**src/rtl/pc_seq_pkg.sv**
```systemverilog
// Shared types for the program-counter sequencer: the operation enum and
// the priority encoder that reduces the control inputs to one operation.
package pc_seq_pkg;

    typedef enum logic [2:0] {
        OP_NONE = 3'd0,
        OP_INC  = 3'd1,
        OP_REL  = 3'd2,
        OP_LD   = 3'd3,
        OP_CALL = 3'd4,
        OP_RET  = 3'd5
    } op_e;

    // ret > call > ld_pc > rel_br > inc_pc; reset is handled by the registers.
    function automatic op_e prio_encode(
        input logic ret,
        input logic call,
        input logic ld_pc,
        input logic rel_br,
        input logic inc_pc
    );
        op_e op_v;
        if (ret) begin
            op_v = OP_RET;
        end else if (call) begin
            op_v = OP_CALL;
        end else if (ld_pc) begin
            op_v = OP_LD;
        end else if (rel_br) begin
            op_v = OP_REL;
        end else if (inc_pc) begin
            op_v = OP_INC;
        end else begin
            op_v = OP_NONE;
        end
        return op_v;
    endfunction

endpackage

```
**src/rtl/return_stack.sv**
```systemverilog
// Return-address LIFO. Only the occupancy counter is reset; entry storage
// is never read while the stack is empty, so it carries no reset.
module return_stack #(
    parameter int ADDR_W      = 5,
    parameter int STACK_DEPTH = 4
) (
    input  logic              clk,
    input  logic              rst,
    input  logic              push,
    input  logic              pop,
    input  logic [ADDR_W-1:0] din,
    output logic [ADDR_W-1:0] dout,
    output logic              full,
    output logic              empty
);
    import pc_seq_pkg::*;

    localparam int CNT_W = $clog2(STACK_DEPTH + 1);
    localparam int IDX_W = (STACK_DEPTH > 1) ? $clog2(STACK_DEPTH) : 1;

    logic [ADDR_W-1:0] mem_r [STACK_DEPTH];
    logic [CNT_W-1:0]  count_r;
    logic [CNT_W-1:0]  top_cnt_s;
    logic [IDX_W-1:0]  wr_idx_s;
    logic [IDX_W-1:0]  top_idx_s;
    logic              do_push_s;
    logic              do_pop_s;

    assign full      = (count_r == CNT_W'(STACK_DEPTH));
    assign empty     = (count_r == '0);
    assign top_cnt_s = count_r - CNT_W'(1);
    assign wr_idx_s  = IDX_W'(count_r);
    assign top_idx_s = IDX_W'(top_cnt_s);
    // Pop wins over push so the counter can never move two ways at once.
    assign do_pop_s  = pop && !empty;
    assign do_push_s = push && !full && !do_pop_s;

    // Top-of-stack read; forced to zero when nothing valid is stored.
    always_comb begin
        dout = '0;
        if (empty) begin
            dout = '0;
        end else begin
            dout = mem_r[top_idx_s];
        end
    end

    // Occupancy counter, bounded to 0..STACK_DEPTH by the guards above.
    always_ff @(posedge clk) begin
        if (rst) begin
            count_r <= '0;
        end else if (do_pop_s) begin
            count_r <= count_r - CNT_W'(1);
        end else if (do_push_s) begin
            count_r <= count_r + CNT_W'(1);
        end else begin
            count_r <= count_r;
        end
    end

    // Entry storage write port.
    always_ff @(posedge clk) begin
        if (do_push_s) begin
            mem_r[wr_idx_s] <= din;
        end
    end

endmodule

```
**src/rtl/pc_sequencer.sv**
```systemverilog
// Program-counter sequencer: increment, relative branch, absolute jump,
// call/return through a bounded return stack, with a sticky stack error flag.
module pc_sequencer #(
    parameter int ADDR_W      = 5,
    parameter int STACK_DEPTH = 4,
    parameter int RESET_ADDR  = 0
) (
    input  logic              clk,
    input  logic              rst,
    input  logic              ld_pc,
    input  logic              inc_pc,
    input  logic              rel_br,
    input  logic              call,
    input  logic              ret,
    input  logic              clr_err,
    input  logic [ADDR_W-1:0] ir_addr,
    output logic [ADDR_W-1:0] pc_addr,
    output logic              stack_full,
    output logic              stack_empty,
    output logic              stack_err
);
    import pc_seq_pkg::*;

    op_e               op_s;
    logic [ADDR_W-1:0] pc_r;
    logic [ADDR_W-1:0] pc_next_s;
    logic [ADDR_W-1:0] ret_addr_s;
    logic [ADDR_W-1:0] top_s;
    logic              push_s;
    logic              pop_s;
    logic              err_set_s;
    logic              full_s;
    logic              empty_s;
    logic              stack_err_r;

    assign op_s        = prio_encode(ret, call, ld_pc, rel_br, inc_pc);
    assign ret_addr_s  = pc_r + ADDR_W'(1);
    assign pc_addr     = pc_r;
    assign stack_full  = full_s;
    assign stack_empty = empty_s;
    assign stack_err   = stack_err_r;

    return_stack #(
        .ADDR_W      (ADDR_W),
        .STACK_DEPTH (STACK_DEPTH)
    ) u_return_stack (
        .clk   (clk),
        .rst   (rst),
        .push  (push_s),
        .pop   (pop_s),
        .din   (ret_addr_s),
        .dout  (top_s),
        .full  (full_s),
        .empty (empty_s)
    );

    // Next-PC mux plus stack handshakes; a rejected call/ret only flags an error.
    always_comb begin
        pc_next_s = pc_r;
        push_s    = 1'b0;
        pop_s     = 1'b0;
        err_set_s = 1'b0;
        case (op_s)
            OP_INC:  pc_next_s = pc_r + ADDR_W'(1);
            // Offset is already ADDR_W wide, so the modular add is the sign-extended add.
            OP_REL:  pc_next_s = pc_r + ir_addr;
            OP_LD:   pc_next_s = ir_addr;
            OP_CALL: begin
                if (!full_s) begin
                    push_s    = 1'b1;
                    pc_next_s = ir_addr;
                end else begin
                    err_set_s = 1'b1;
                end
            end
            OP_RET: begin
                if (!empty_s) begin
                    pop_s     = 1'b1;
                    pc_next_s = top_s;
                end else begin
                    err_set_s = 1'b1;
                end
            end
            OP_NONE: pc_next_s = pc_r;
            default: pc_next_s = pc_r;
        endcase
    end

    // Program counter register.
    always_ff @(posedge clk) begin
        if (rst) begin
            pc_r <= ADDR_W'(RESET_ADDR);
        end else begin
            pc_r <= pc_next_s;
        end
    end

    // Sticky error flag; a new error in the same cycle beats clr_err.
    always_ff @(posedge clk) begin
        if (rst) begin
            stack_err_r <= 1'b0;
        end else if (err_set_s) begin
            stack_err_r <= 1'b1;
        end else if (clr_err) begin
            stack_err_r <= 1'b0;
        end else begin
            stack_err_r <= stack_err_r;
        end
    end

endmodule

```
**config.mk**
```make
export PLATFORM = sky130hd
export DESIGN_NAME = pc_sequencer
export DESIGN_NICKNAME = d
export VERILOG_FILES = /design/src/rtl/pc_seq_pkg.sv /design/src/rtl/return_stack.sv /design/src/rtl/pc_sequencer.sv
export SDC_FILE = /design/constraint.sdc
export NUM_CORES = 1
export LEC_CHECK = 0
export CORE_MARGIN = 8
export CORE_UTILIZATION = 30
export CTS_BUF_LIST = sky130_fd_sc_hd__clkbuf_4 sky130_fd_sc_hd__clkbuf_8 sky130_fd_sc_hd__clkbuf_16
export DETAILED_ROUTE_END_ITERATION = 8
export PLACE_DENSITY = 0.5
export SLEW_MARGIN = 20
export SYNTH_ARGS = -nofsm -noshare
export SYNTH_HDL_FRONTEND = slang
export SYNTH_SLANG_ARGS = --single-unit
export TNS_END_PERCENT = 30
```
**constraint.sdc**
```tcl
create_clock -name clk -period 2.67 [get_ports clk]
set_input_delay 0.267 -clock clk [delete_from_list [all_inputs] [get_ports clk]]
set_output_delay 0.267 -clock clk [all_outputs]
set_load 0.05 [all_outputs]
```
==> metrics.cfg, run 1 <==
[outcome]
status=complete, no violations

[clock_tree]
clk_pin_slew_ps=60
cts_tree=done
cts_root_buf=clkbuf_8
post_cts_buffers=0
cts_htree_levels=2
cts_hold_buf=0
cts_buffers=5
ctsResizeCount=0
clock-sinks=29
clk_latency_ps=280
ctsLongestPathBuffers=2

[routing]
drtAntennaViolNets=0
finalWirelength_um=3884
wl_per_cell_um=15.98
via_count=1211
firstDrtPassIters=4
drcViolationCount=0
drt_iter0_drc=53
viasPerCell=4.984

[floorplanning]
dieWidth_um=90.34
rows=27
start_util_pct=30.67
core_um2=5405
die_h_um=90.34
ios=21
dieArea_um2=8160

[min_path]
worstHoldPathCells=2
hp-class=reg -> reg
worstHoldStart=stack_err
worst_hold_path.endpoint=stack_err

[placed_design]
gp_congestion=0.8217
portBuffers=20
dp_hpwl_um=2884
dp.cells=235

[synthesis]
syn_area_per_cell_um2=11.28
synth_nets=171
synthAdderAreaFrac_pct=8.755
synth_seq_area_share_pct=47.09
synth-seq-cells=29
synth_compound_area_share_pct=15.55
synth.area.mux_share_pct=6.792
ys_types=40
netlist_area_um2=1658
ys_warn_count=0
syn_inst=147
synth_xor_area_share_pct=3.698
synth_top_family_by_area=compound AO/OA/AOI/OAI gates
synthSimpleGateAreaFrac_pct=13.43

[final_layout]
seqCellArea_um2=780.7
antenna_cells=0
fill_cells=551
finalNonFillerCells=243
multi_input_area_um2=799.5
syn_to_final_growth_pct=22.19
drive_gt1_share_pct=12.28
fin_nets=194

[timing]
clock_skew_ps=3.026
drv_slew=0
worst_pin_slew_ps=512.6
setup_viol=0
finalHoldViolCount=0
tns_ps=0
period_share_pct=89.31
rsz0062_at_grt=false
fmax_ghz=0.4194
slew_headroom_pct=65.70
min_period_ps=2384

[critical_path]
worstSetupPathType=reg -> out
crit_fanout=7
crit_chain=inv_1 -> ha_1 -> inv_1 -> nor2_1 -> clkdlybuf4s50_1
rrSetupSlack_ps=480
cp_common_cell=inv_1
end_kind=output port
worst-endpoint-required_ps=2400
crit_slowest_cell=clkdlybuf4s50_1
max_stage_delay_ps=830
reg2reg_from=pc_addr[0]
worstRegToRegCells=7
start_kind=register
crit_buf_inv=3
critical-path-top-delay-family=buffers and inverters
r2r-end=pc_addr[1]
arrival_ps=2120

[pwr]
power.switching_mw=0.7916
pwr-share-clk_pct=22.1
combPwrFrac_pct=44.7
leakage_nw=0.7288
pwr-share-seq_pct=33.3
switching_share_pct=39.00
internal_power_mw=1.238
peakVddDrop_v=0.0003722
power_density_nw_per_um2=1002

[global_routing]
grt_pass1_vias=1225
grt_overflow_total=0
grt_max_degree=12
antenna_found_initial=0
grt.total_usage_pct=10.12
grt_pass1_wl_um=6479

[job]
drv_cap=0

[area by class of cell]
cell class | count | area share (%)
Inverter | 6 | 1.112
Timing Repair Buffer | 23 | 10.99
Clock buffer | 5 | 3.397
Tap cell | 72 | 4.447
Clock inverter | 3 | 2.038
Sequential cell | 29 | 38.54
Multi-Input combinational cell | 105 | 39.47
[worst min-delay path, cell delays in order (launching register included)]
cell and delay [ps]:
dfxtp_1 310, nand2b_1 60, a21oi_1 60
[cells by family after synthesis]
logic type                 after synthesis
AOI/OAI and AO/OA                       39
xor gates and xnor gates                 7
adders and majority gates               11
buffers and inverters                   13
DFF                                     29
muxes                                    5
and+or+nand+nor                         43
[cell usage in the layout, fill, tap and decap left out, types with 2 or more instances in the layout]
cell / instances
ha_1: 10
xnor2_1: 4
o21ai_0: 10
nand2b_1: 3
clkbuf_8: 5
buf_4: 3
nor2_1: 13
clkdlybuf4s50_1: 20
nor2b_1: 2
dfxtp_1: 9
xor2_1: 3
nand2_1: 9
o211ai_1: 3
nand3_1: 6
a21oi_1: 11
mux4_2: 5
edfxtp_1: 20
a211oi_1: 5
and2_1: 3
inv_1: 6
[power by group through the flow]
| stage | registers [mW] | logic (mW) | clock network, mW |
|---|---|---|---|
| 2_1_floorplan | 0.760 | 0.577 | 0 |
| 3_3_place_gp | 0.681 | 0.896 | 0 |
| 3_5_place_dp | 0.687 | 0.913 | 0 |
| 4_1_cts | 0.677 | 0.917 | 0.462 |
| 5_1_grt | 0.690 | 0.999 | 0.489 |
| 6_report | 0.676 | 0.907 | 0.448 |
[registers in the layout (all words and copies together) (netlist names)]
| signal | flops |
|---|---|
| pc_addr | 5 |
| stack_err | 1 |
| u_return_stack.mem_r | 20 |
| u_return_stack.count_r | 3 |
[worst max path at each step]
stage / end / start / slack (ps) / cells after the start
after floorplan: pc_addr[1] / pc_addr[0] / 280 / 7
after global placement: pc_addr[1] / ir_addr[0] / 250 / 8
after detailed placement: pc_addr[1] / ir_addr[0] / 200 / 8
after CTS: stack_empty / u_return_stack.count_r[1] / 310 / 5
after global routing: stack_empty / u_return_stack.count_r[1] / 170 / 5
final: stack_empty / u_return_stack.count_r[1] / 290 / 5
[through the flow]
stage / area, um2 / setup WS, ps / power [mW] / util (%) / hold WS [ps]
after floorplan: 1658 / 280.5 / 1.336 / - / 329.4
after global placement: 1916 / 245.8 / 1.577 / 35.44 / 462.5
after detailed placement: 1916 / 202.9 / 1.600 / 35.44 / 469.8
after CTS: 2026 / 307.6 / 2.055 / 37.48 / 475.8
after global routing: 2026 / 169.4 / 2.177 / 37.48 / 504.1
final: 2026 / 285.5 / 2.030 / 37.48 / 472.8
[routing by layer]
layer,vias to the layer above,share of wire (%),track usage (%),routed length [um]
met2,31,45,15.77,1765
met1,580,49,12.91,1905
li1,595,-,-,-
met4,0,0.75,2.913,29
met3,5,4.7,3.491,182
met5,-,0,0,0
[cells in the mapped netlist, drive strengths merged]
master,number,area (um2)
a2111oi,1,8.760
a211o,1,8.760
a211oi,5,37.54
a21oi,12,63.81
a41o,1,10.01
and2,3,18.77
and3b,1,8.760
and4b,1,10.01
buf,5,46.29
clkbuf,2,8.750
dfxtp,9,180.2
edfxtp,20,600.6
fa,1,20.02
ha,10,125.1
inv,6,22.52
mux4,5,112.6
nand2,9,33.78
nand2b,3,18.77
nand3,6,30.03
nor2,13,48.80
nor2b,2,12.51
nor3,1,5.000
nor4,1,6.260
o211ai,4,35.03
o21a,1,7.510
o21ai,11,58.81
o221a,1,11.26
o311ai,1,8.760
o31ai,1,7.510
or3,1,6.260
or4b,2,23.77
xnor2,4,35.03
xor2,3,26.28
(Power assumes the default switching activity.)
==> run 2, diff against run 1 <==
- CORE_MARGIN: 8 -> 2
==> run 2 against run 1 <==
Flip-flop and latch count stayed put. Maximum frequency increased by 0.47%. Critical path depth is the same. Critical endpoint unchanged.
==> metrics.cfg, run 2 (synthesis results as in run 1) <==
[outcome]
status=complete, no violations  ; unchanged

[clock_tree]
cts_hold_buf=0  ; unchanged
cts_htree_levels=2  ; unchanged
post_cts_buffers=0  ; unchanged
clk_pin_slew_ps=60  ; about the same
ctsResizeCount=0  ; unchanged
ctsLongestPathBuffers=2  ; unchanged
clk_latency_ps=270  ; was 280 ps
clock-sinks=29  ; unchanged
cts_root_buf=clkbuf_8  ; unchanged
cts_tree=done  ; unchanged
cts_buffers=5  ; unchanged

[final_layout]
drive_gt1_share_pct=12.79  ; was 12.28%
mostFrequentLayoutCells=clkdlybuf4s50_1, edfxtp_1, nor2_1  ; unchanged
fin_nets=195  ; was 194
syn_to_final_growth_pct=22.64  ; was 22.19%
fin_area_um2=2033  ; was 2026 um2
largest_reg_flops=20  ; unchanged
antenna_cells=0  ; unchanged
top_register=u_return_stack.mem_r  ; unchanged
utilization_pct=37.62  ; was 37.48%

[global_routing]
grt_overflow_total=0  ; unchanged
use_met1_pct=17.02  ; was 12.91%
antenna_found_initial=0  ; unchanged
grt.total_usage_pct=13.33  ; was 10.12%
grt_pass1_wl_um=6272  ; was 6479 um
grt_max_degree=12  ; unchanged
top_usage_layer=met2  ; unchanged
use_met3_pct=3.448  ; was 3.491%
use_met2_pct=22.24  ; was 15.77%
grt_pass1_vias=1277  ; was 1,225

[pwr]
leakage_nw=0.7342  ; was 0.7288 nW
peakVddDrop_v=0.0003862  ; was 0.0003722 V
combPwrFrac_pct=44.3  ; was 44.7%
switching_share_pct=38.60  ; was 39.00%
internal_power_mw=1.238  ; unchanged
power_density_nw_per_um2=992.0  ; was 1002 nW/um2
pwr-share-seq_pct=33.7  ; was 33.3%
power.switching_mw=0.7786  ; was 0.7916 mW
pwr-share-clk_pct=22.0  ; was 22.1%

[routing]
firstDrtPassIters=4  ; unchanged
drtAntennaViolNets=0  ; unchanged
drcViolationCount=0  ; unchanged
viasPerCell=5.025  ; was 4.984
drt_iter0_drc=68  ; was 53
wl_per_cell_um=15.33  ; was 15.98 um
finalWirelength_um=3740  ; was 3884 um
via_count=1226  ; was 1,211

[critical_path]
crit_chain=inv_1 -> ha_1 -> inv_1 -> nor2_1 -> clkdlybuf4s50_1  ; unchanged
crit_buf_inv=3  ; unchanged
max_stage_delay_ps=830  ; about the same
start_kind=register  ; unchanged
crit_fanout=7  ; unchanged
crit_slowest_cell=clkdlybuf4s50_1  ; unchanged
reg2reg_from=pc_addr[0]  ; unchanged
cp_common_cell=inv_1  ; unchanged
arrival_ps=2110  ; was 2120 ps
crit_start=u_return_stack.count_r[1]  ; unchanged
worst-endpoint-required_ps=2400  ; about the same
critical-path-top-delay-family=buffers and inverters  ; unchanged
worstSetupPathType=reg -> out  ; unchanged
end_kind=output port  ; unchanged

[placed_design]
post_dp_cell_area_um2=1923  ; was 1916 um2
dp_hpwl_um=2724  ; was 2884 um
gp_congestion=0.7412  ; was 0.8217
portBuffers=20  ; unchanged

[timing]
clock_skew_ps=3.872  ; was 3.026 ps
finalHoldViolCount=0  ; unchanged
finalHoldWorstSlack_ps=480.6  ; was 472.8 ps
slew_headroom_pct=65.25  ; was 65.70%
tns_ps=0  ; unchanged
min_period_ps=2373  ; was 2384 ps
drv_slew=0  ; unchanged
period_share_pct=88.89  ; was 89.31%
setup_viol=0  ; unchanged
fmax_ghz=0.4213  ; was 0.4194 GHz
rsz0062_at_grt=false  ; unchanged
worst_pin_slew_ps=517.5  ; was 512.6 ps

[floorplanning]
dieWidth_um=78.34  ; was 90.34 um
rows=27  ; unchanged
start_util_pct=30.67  ; unchanged
dieArea_um2=6136  ; was 8160 um2
die_h_um=78.34  ; was 90.34 um
ios=21  ; unchanged
core_um2=5405  ; unchanged

[min_path]
worstHoldStart=stack_err  ; unchanged
hp-class=reg -> reg  ; unchanged

[job]
drv_cap=0  ; unchanged

## run 2: cell count changes in the layout (fill, tap and decap cells not counted), sizes merged
cell  delta
buf      +1
## run 2: worst register-to-register path: stages, from the launching register on
cell and delay, ps:
dfxtp_1 420, ha_1 220, fa_1 410, or4b_2 600
o21ai_0 90, o21ai_0 90, o211ai_1 80, a21oi_1 90
## run 2: area by class of cell
type	instances	area, um2
multi-input cells	105	799.5
clock inverters	3	41.29
repair buffers	24	230.2
flip-flops and latches	29	780.7
clock buffers	5	68.82
inverters	6	22.52
fillers	533	3372
well taps	72	90.09
## run 2: final timing paths
check,end,cells after the start,slack [ps]
setup / recovery,stack_empty,5,300
hold / removal,stack_err,2,480
setup reg to reg,pc_addr[1],7,530
hold reg to reg,stack_err,2,480
## run 2: through the flow
stage / setup WS (ps) / total power, mW / cells
floorplan: 280.5 / 1.336 / 147
global placement: 239.7 / 1.576 / 236
detailed placement: 210.9 / 1.592 / 236
CTS: 278.8 / 2.043 / 244
global route: 145.9 / 2.158 / 244
finish: 296.7 / 2.017 / 244
## run 2: routing by layer
metal	wire [um]	up-vias
met5	0	-
met4	30	0
met3	183	4
met2	1728	35
met1	1797	588
li1	-	599
## run 2: power groups by stage
| stage | clock (mW) | sequential [mW] | combinational, mW |
|---|---|---|---|
| 6_report | 0.443 | 0.679 | 0.894 |
| 5_1_grt | 0.481 | 0.690 | 0.987 |
| 4_1_cts | 0.454 | 0.679 | 0.910 |
| 3_5_place_dp | 0 | 0.688 | 0.904 |
| 3_3_place_gp | 0 | 0.681 | 0.895 |
| 2_1_floorplan | 0 | 0.760 | 0.577 |
==> run 3, diff against run 2 <==
- HOLD_SLACK_MARGIN: default -> 0.06
- PLACE_DENSITY: 0.5 -> default
- PLACE_DENSITY_LB_ADDON: default -> 0.12
- SLEW_MARGIN: 20 -> 10
==> run 3 against run 2 <==
Flip-flop and latch count unchanged. Critical path type unchanged. Via count down 0.49%. Register-to-register slack worse by 70 ps. First-iteration DRC count decreased by 26%. Cell area is 0.37% higher. Combinational power increased by 2%. Count of clock-buffer cells in the layout increased by 1. Sequential share of layout area fell by 0.14 points. Global-route usage grew 0.17 points.
==> metrics.cfg, run 3 (synthesis results as in run 1) <==
[outcome]
status=complete, no violations  ; unchanged

[critical_path]
worst-endpoint-required_ps=2400  ; about the same
worstSetupPathType=reg -> out  ; unchanged
crit_buf_inv=3  ; unchanged
reg2reg_from=pc_addr[0]  ; unchanged
end_kind=output port  ; unchanged
crit_chain=inv_1 -> ha_1 -> inv_1 -> nor2_1 -> clkdlybuf4s50_1  ; unchanged
max_stage_delay_ps=830  ; about the same
crit_end=stack_empty  ; unchanged
cp_common_cell=inv_1  ; unchanged
worstRegToRegCells=7  ; unchanged
r2r-end=pc_addr[1]  ; unchanged
crit_fanout=7  ; unchanged
rrSetupSlack_ps=460  ; was 530 ps
start_kind=register  ; unchanged
cp.depth=5  ; unchanged
crit_start=u_return_stack.count_r[1]  ; unchanged
critical-path-top-delay-family=buffers and inverters  ; unchanged
arrival_ps=2110  ; about the same
crit_slowest_cell=clkdlybuf4s50_1  ; unchanged

[global_routing]
antenna_found_initial=0  ; unchanged
grt_overflow_total=0  ; unchanged
grt_max_degree=12  ; unchanged
grt_pass1_wl_um=6216  ; was 6272 um
grt.total_usage_pct=13.50  ; was 13.33%
grt_pass1_vias=1233  ; was 1,277

[floorplanning]
dieWidth_um=78.34  ; unchanged
start_util_pct=30.67  ; unchanged
ios=21  ; unchanged
core_um2=5405  ; unchanged
die_h_um=78.34  ; unchanged
dieArea_um2=6136  ; unchanged
rows=27  ; unchanged

[timing]
clock_skew_ps=3.980  ; was 3.872 ps
period_share_pct=89.15  ; was 88.89%
rsz0062_at_grt=false  ; unchanged
slew_headroom_pct=66.10  ; was 65.25%
fmax_ghz=0.4201  ; was 0.4213 GHz
min_period_ps=2380  ; was 2373 ps
tns_ps=0  ; unchanged
setup_viol=0  ; unchanged
worst_pin_slew_ps=506.9  ; was 517.5 ps
setup_ws_ps=289.8  ; was 296.7 ps
finalHoldViolCount=0  ; unchanged
drv_slew=0  ; unchanged

[clock_tree]
clk_latency_ps=280  ; was 270 ps
post_cts_buffers=0  ; unchanged
clock-sinks=29  ; unchanged
cts_htree_levels=2  ; unchanged
cts_root_buf=clkbuf_8  ; unchanged
clk_pin_slew_ps=60  ; about the same
ctsLongestPathBuffers=2  ; unchanged
ctsResizeCount=0  ; unchanged
cts_tree=done  ; unchanged
cts_buffers=5  ; unchanged
cts_hold_buf=0  ; unchanged

[final_layout]
syn_to_final_growth_pct=23.09  ; was 22.64%
drive_gt1_share_pct=13.29  ; was 12.79%
utilization_pct=37.75  ; was 37.62%
mostFrequentLayoutCells=clkdlybuf4s50_1, edfxtp_1, nor2_1  ; unchanged
fin_nets=196  ; was 195
antenna_cells=0  ; unchanged
top_register=u_return_stack.mem_r  ; unchanged
largest_reg_flops=20  ; unchanged

[pwr]
leakage_nw=0.7435  ; was 0.7342 nW
peakVddDrop_v=0.0002857  ; was 0.0003862 V
power_density_nw_per_um2=995.8  ; was 992.0 nW/um2
power_mw=2.032  ; was 2.017 mW

[min_path]
hp-class=reg -> reg  ; unchanged
worstHoldPathCells=2  ; unchanged

[placed_design]
post-place-ws_ps=179.5  ; was 210.9 ps
gp_congestion=0.7516  ; was 0.7412
dp_hpwl_um=2956  ; was 2724 um
portBuffers=20  ; unchanged

[routing]
drcViolationCount=0  ; unchanged
viasPerCell=4.980  ; was 5.025
drt_iter0_drc=50  ; was 68
wl_per_cell_um=15.90  ; was 15.33 um
finalWirelength_um=3896  ; was 3740 um
firstDrtPassIters=4  ; unchanged
via_count=1220  ; was 1,226
drtAntennaViolNets=0  ; unchanged

[job]
drv_cap=0  ; unchanged

-- run 3: cell types whose count changed in the layout (fill, tap and decap cells not counted) --
cell        previous run  this run
buf_4                  4         5
clkbuf_4               0         1
clkinvlp_4             1         0
-- run 3: how the worst min path moves through the flow --
stage	slack (ps)	end	start
finish	480	stack_err	stack_err
CTS	490	stack_err	stack_err
global placement	470	stack_err	stack_err
detailed placement	480	stack_err	stack_err
floorplan	330	pc_addr[4]	rst
global route	510	stack_err	stack_err
-- run 3: cell type report --
class,instances,area (um2)
Sequential cell,29,780.7
Clock buffer,6,76.32
Tap cell,72,90.09
Multi-Input combinational cell,105,799.5
Timing Repair Buffer,25,237.7
Inverter,6,22.52
Fill cell,547,3364
Clock inverter,2,33.78
-- run 3: worst register-to-register path, cell delays in order (launching register included) --
cell and delay (ps):
dfxtp_1 450, ha_1 230, fa_1 420, or4b_2 610, o21ai_0 100, o21ai_0 100
o211ai_1 100, a21oi_1 80
-- run 3: per-layer routing --
metal / vias to the layer above / GRT usage, % / share of wire, %
li1: 600 / - / -
met1: 593 / 16.63 / 45
met2: 22 / 22.84 / 49
met3: 5 / 3.563 / 4.1
met4: 0 / 4.737 / 1.5
met5: - / 0 / 0
-- run 3: report_power, final --
part	leakage (nW)	internal, mW	switching (mW)
Combinational	0.430	0.368	0.541
Sequential	0.257	0.600	0.0751
Clock	0.0563	0.285	0.163
Total	0.743	1.25	0.779
-- run 3: through the flow --
stage / hold WS (ps) / cell area [um2] / cells
floorplan: 329.4 / 1658 / 147
global placement: 465.2 / 1931 / 237
detailed placement: 478.9 / 1931 / 237
CTS: 489.9 / 2041 / 245
global route: 514.2 / 2041 / 245
finish: 478.5 / 2041 / 245
==> RTL change 1, RTL diff (settings of run 2) <==
`STACK_DEPTH` is set to 4 in 2 places; all go to 2.
--- a/src/rtl/return_stack.sv
+++ b/src/rtl/return_stack.sv
@@ -3,5 +3,5 @@
 module return_stack #(
     parameter int ADDR_W      = 5,
-    parameter int STACK_DEPTH = 4
+    parameter int STACK_DEPTH = 2
 ) (
     input  logic              clk,
--- a/src/rtl/pc_sequencer.sv
+++ b/src/rtl/pc_sequencer.sv
@@ -3,5 +3,5 @@
 module pc_sequencer #(
     parameter int ADDR_W      = 5,
-    parameter int STACK_DEPTH = 4,
+    parameter int STACK_DEPTH = 2,
     parameter int RESET_ADDR  = 0
 ) (
Check against the original RTL: not equivalent (a bounded check fails within 4 cycles, from zero or initial values and one cycle with rst high).
==> RTL change 1 against run 2 <==
  * Total power down 50%
  * Synthesized cell count down 34%
  * Setup slack better by 0.16 ns
  * Sequential cell count down 11
  * Final area down 34%
  * Routed wire length down 34%
  * Sequential share of layout area down 4.3 points
  * Clock skew up 0.0015 ns
  * Synthesized area down 35%
  * First-iteration DRC count down 40%
  * Fmax up 7.1%
  * Critical path depth down 2
  * Hold slack better by 0.027 ns
  * Largest power group unchanged
==> RTL change 1: results (changes against run 2) <==
[outcome]
status = finished clean  ; unchanged

[pwr]
sw_frac_of_total_pct = 40.7  ; was 38.6%
leakage_uw = 0.000482  ; was 0.000734 µW
clk-power_uw = 140  ; was 443 µW
p_seq_uw = 405  ; was 679 µW
powerComb_uw = 470  ; was 894 µW

[placed_design]
placed_cells_incl_taps = 161  ; was 236
preCtsSetupSlack_ns = 0.534  ; was 0.211 ns
placed_area_um2 = 1330  ; was 1920 µm²
gp_congestion = 0.740  ; was 0.741

[layout]
seq_area_share_pct = 34.1  ; was 38.4%
multi_input_cells = 73  ; was 105
buffers = 20  ; was 24
regArea_um2 = 460  ; was 781 µm²
largest_reg_flops = 10  ; was 20
clk_share_pct = 1.94  ; was 5.42%
inv_count = 4  ; was 6
multi_input_area_share_pct = 43.8  ; was 39.3%
n_clock_buffer = 3  ; was 5

[route]
m1WireLength_mm = 1.24  ; was 1.80 mm
routed-wl-met2_mm = 1.12  ; was 1.73 mm
dr_wl_met3_um = 78  ; was 183 µm
initialDrtViolationCount = 41  ; was 68
finalWirelength_mm = 2.45  ; was 3.74 mm
vias_per_cell = 5.10  ; was 5.02

[global_routing]
grt_max_degree = 15  ; was 12
track_usage_pct = 13.0  ; was 13.3%
grt_pass1_vias = 853  ; was 1,277
met3_usage_pct = 2.29  ; was 3.45%
use_met2_pct = 19.7  ; was 22.2%
grt_pass1_wl_mm = 4.06  ; was 6.27 mm

[critical_path]
cp_max_fo = 8  ; was 7
arrival_ns = 1.95  ; was 2.11 ns
r2r_slack_ns = 0.64  ; was 0.53 ns
rr_startpoint = u_return_stack.count_r[0]  ; was pc_addr[0]

[synthesis]
synth.distinct_cells = 33  ; was 40
synth.area.top_cells = edfxtp_1, dfxtp_1, ha_1, mux2_2, a21oi_1  ; was edfxtp_1, dfxtp_1, ha_1, mux4_2, a21oi_1
syn_area_um2 = 1080  ; was 1660 µm²
synthTopCellsByCount = edfxtp_1, a21oi_1, dfxtp_1  ; was edfxtp_1, nor2_1, a21oi_1
synth_edf_count = 10  ; was 20
ys_seq_area_share_pct = 42.7  ; was 47.1%
syn-num-nets = 118  ; was 171

[timing]
fmax_ghz = 0.451  ; was 0.421 GHz

[cts]
clock_sinks = 18  ; was 29
htreeDepth = 1  ; was 2
clkLatencyLatePin_ns = 0.29  ; was 0.27 ns
clockRootBuffer = clkbuf_4  ; was clkbuf_8

[RTL change 1: cell count changes after synthesis, moves of 4 or more]
cell	delta
nor2_1	-9
a211oi_1	-5
o21ai_0	-7
nand2_1	-4
mux4_2	-5
edfxtp_1	-10
mux2_2	+6
[RTL change 1: how the worst min path moves through the flow]
stage	startpoint	endpoint	slack [ns]	cells after the start
floorplan	rst	stack_err	0.34	1
global placement	stack_err	stack_err	0.49	2
detailed placement	stack_err	stack_err	0.50	2
CTS	stack_err	stack_err	0.51	2
global route	stack_err	stack_err	0.55	2
finish	stack_err	stack_err	0.51	2
[RTL change 1: cell families after synthesis]
kind of cell               after synthesis  share of synthesized area [%]
muxes                                    6                           6.27
buffers and inverters                    6                           2.32
and+or+nand+nor                         24                           13.2
xor gates and xnor gates                 6                           4.88
adders and majority gates                8                           9.99
AOI/OAI and AO/OA                       29                           20.6
DFF                                     18                           42.7
==> RTL change 2, RTL diff (flow settings as in run 2) <==
Made on the original files. Register the output `stack_err` once more, cleared by the reset; this adds one clock of latency there. The other outputs are not delayed to match.
--- a/src/rtl/pc_sequencer.sv
+++ b/src/rtl/pc_sequencer.sv
@@ -39,5 +39,11 @@
     assign stack_full  = full_s;
     assign stack_empty = empty_s;
-    assign stack_err   = stack_err_r;
+    always_ff @(posedge clk) begin
+        if (rst) begin
+            stack_err <= '0;
+        end else begin
+            stack_err <= stack_err_r;
+        end
+    end
 
     return_stack #(
Behaviour: not the same (Yosys sat finds a counterexample within 4 cycles, from zero or initial values and one cycle with rst high).
==> RTL change 2 against run 2 <==
  * Final area hardly changed
  * Sequential cell count is 1 higher
  * Routed wire length is 6.3% lower
  * Setup slack better by 0.032 ns
  * Synthesized area hardly changed
  * Total power hardly changed
  * Register-to-register slack better by 0.12 ns
  * Global-route usage is 1.2 points lower
  * Critical endpoint is now stack_full
==> RTL change 2: results (changes against run 2) <==
[outcome]
status = finished clean  ; unchanged

[layout]
drive_gt1_share_pct = 9.66  ; was 12.8%
regMostFlops = u_return_stack.mem_r  ; unchanged
nFillCells = 517  ; was 533
nets = 199  ; was 195
largest_reg_flops = 20  ; unchanged
n_antenna_cell = 0  ; unchanged

[critical_path]
arrival_ns = 2.07  ; was 2.11 ns
rr_startpoint = pc_addr[0]  ; unchanged
max_stage_delay_ns = 0.81  ; was 0.83 ns
cp_max_fo = 7  ; unchanged
reg2reg_depth = 8  ; was 7
slowest_stage = clkdlybuf4s50_1  ; unchanged
setup.worst_path.start = u_return_stack.count_r[1]  ; unchanged

[synthesis]
synth_compound_area_share_pct = 13.3  ; was 15.5%
synth_edf_count = 20  ; unchanged
ys_seq_area_share_pct = 48.3  ; was 47.1%
synthAdderAreaFrac_pct = 8.75  ; about the same
synth_warnings = 0  ; unchanged
synth.distinct_cells = 38  ; was 40
synthFlopType = edfxtp_1  ; unchanged
synthTopCellsByCount = edfxtp_1, nor2_1, a21oi_1  ; unchanged
synthXorXnorAreaFrac_pct = 4.75  ; was 3.70%
async_reset_ff_share_pct = 0  ; unchanged
synth_mux_area_share_pct = 7.09  ; was 6.79%
yosys.cell_count.top_type = edfxtp_1  ; unchanged
synth.area.top_cells = edfxtp_1, dfxtp_1, ha_1, mux4_2, a21oi_1  ; unchanged
syn-num-nets = 173  ; was 171

[timing]
clock_skew_ns = 0.00368  ; was 0.00387 ns
tightest_slew_ns = 0.501  ; was 0.517 ns

[cts]
post_cts_resized = 0  ; unchanged
clockRootBuffer = clkbuf_8  ; unchanged
cts_setup_buffers = 0  ; unchanged
cts_inserted_buffers = 5  ; unchanged
clk_pin_slew_ns = 0.07
clkLatencyLatePin_ns = 0.28
htreeDepth = 2  ; unchanged
clock_path_buffers = 2  ; unchanged

[global_routing]
grt_max_degree = 12  ; unchanged
track_usage_pct = 12.1  ; was 13.3%
grt_pass1_vias = 1141  ; was 1,277
antenna_found_initial = 0  ; unchanged
grt_pass1_wl_mm = 5.59  ; was 6.27 mm

[worst_hold_path]
hold_path.class = flop to flop  ; unchanged
min_from = stack_err_r  ; was stack_err
hold_depth = 1  ; was 2

[placed_design]
placed_area_um2 = 1950  ; was 1920 µm²
dp_hpwl_mm = 2.79  ; was 2.72 mm
gp_congestion = 0.835  ; was 0.741
preCtsSetupSlack_ns = 0.362  ; was 0.211 ns
io_buffer_count = 20  ; unchanged

[route]
finalWirelength_mm = 3.50  ; was 3.74 mm
drt_pass1_iterations = 4  ; unchanged
via_count = 1198  ; was 1,226
initialDrtViolationCount = 44  ; was 68

[pwr]
leakage_uw = 0.000759  ; was 0.000734 µW
ir_worst_vdd_v = 0.000499  ; was 0.000386 V
sw_frac_of_total_pct = 40.6  ; was 38.6%

## RTL change 2: worst max-delay path, delay by kind of cell, from the launching register on
kind | cells | cell delay (ns)
flip-flops | 1 | 0.34
AND/OR/NAND/NOR | 1 | 0.11
adder cells (fa/ha/maj) | 1 | 0.29
buffers and inverters | 3 | 1.05
## RTL change 2: path summary, 6_finish.rpt
path | endpoint | slack [ns]
worst max-delay path | stack_full | 0.33
worst min-delay path | stack_err | 0.47
worst min register to register | stack_err | 0.47
worst max register to register | pc_addr[4] | 0.65
## RTL change 2: cell families after synthesis
logic type                 count (synthesis)
and+or+nand+nor                           43
AOI/OAI and AO/OA                         33
DFF                                       30
buffers and inverters                     15
adders and majority gates                 11
xor gates and xnor gates                   9
muxes                                      8
## RTL change 2: metrics by stage
stage,cells,utilization (%),hold slack [ns]
2_1_floorplan,149,-,0.370
3_3_place_gp,240,35.8,0.456
3_5_place_dp,240,35.8,0.460
4_1_cts,248,37.4,0.469
5_1_grt,248,37.4,0.499
6_report,248,37.4,0.468
## RTL change 2: layout make-up
class	instances	area, µm²	share of cell area, %
repair buffers	23	223	11.0
inverters	11	41.3	2.03
clock inverters	3	16.3	0.800
multi-input cells	104	792	39.0
clock buffers	5	68.8	3.39
well taps	72	90.1	4.43
flip-flops and latches	30	801	39.4
## RTL change 2: per-layer routing
layer	vias to the layer above	wire length, µm	global-route usage, %
met1	566	1620	14.8
met3	5	140	3.45
li1	595	-	-
met5	-	0	0
met4	0	62	4.74
met2	32	1680	20.1
## RTL change 2: power groups by stage
stage | clock network (µW) | logic (µW) | registers (µW)
floorplan | 0 | 597 | 797
global placement | 0 | 954 | 712
detailed placement | 0 | 964 | 715
CTS | 354 | 970 | 705
global route | 372 | 1050 | 719
finish | 348 | 964 | 706
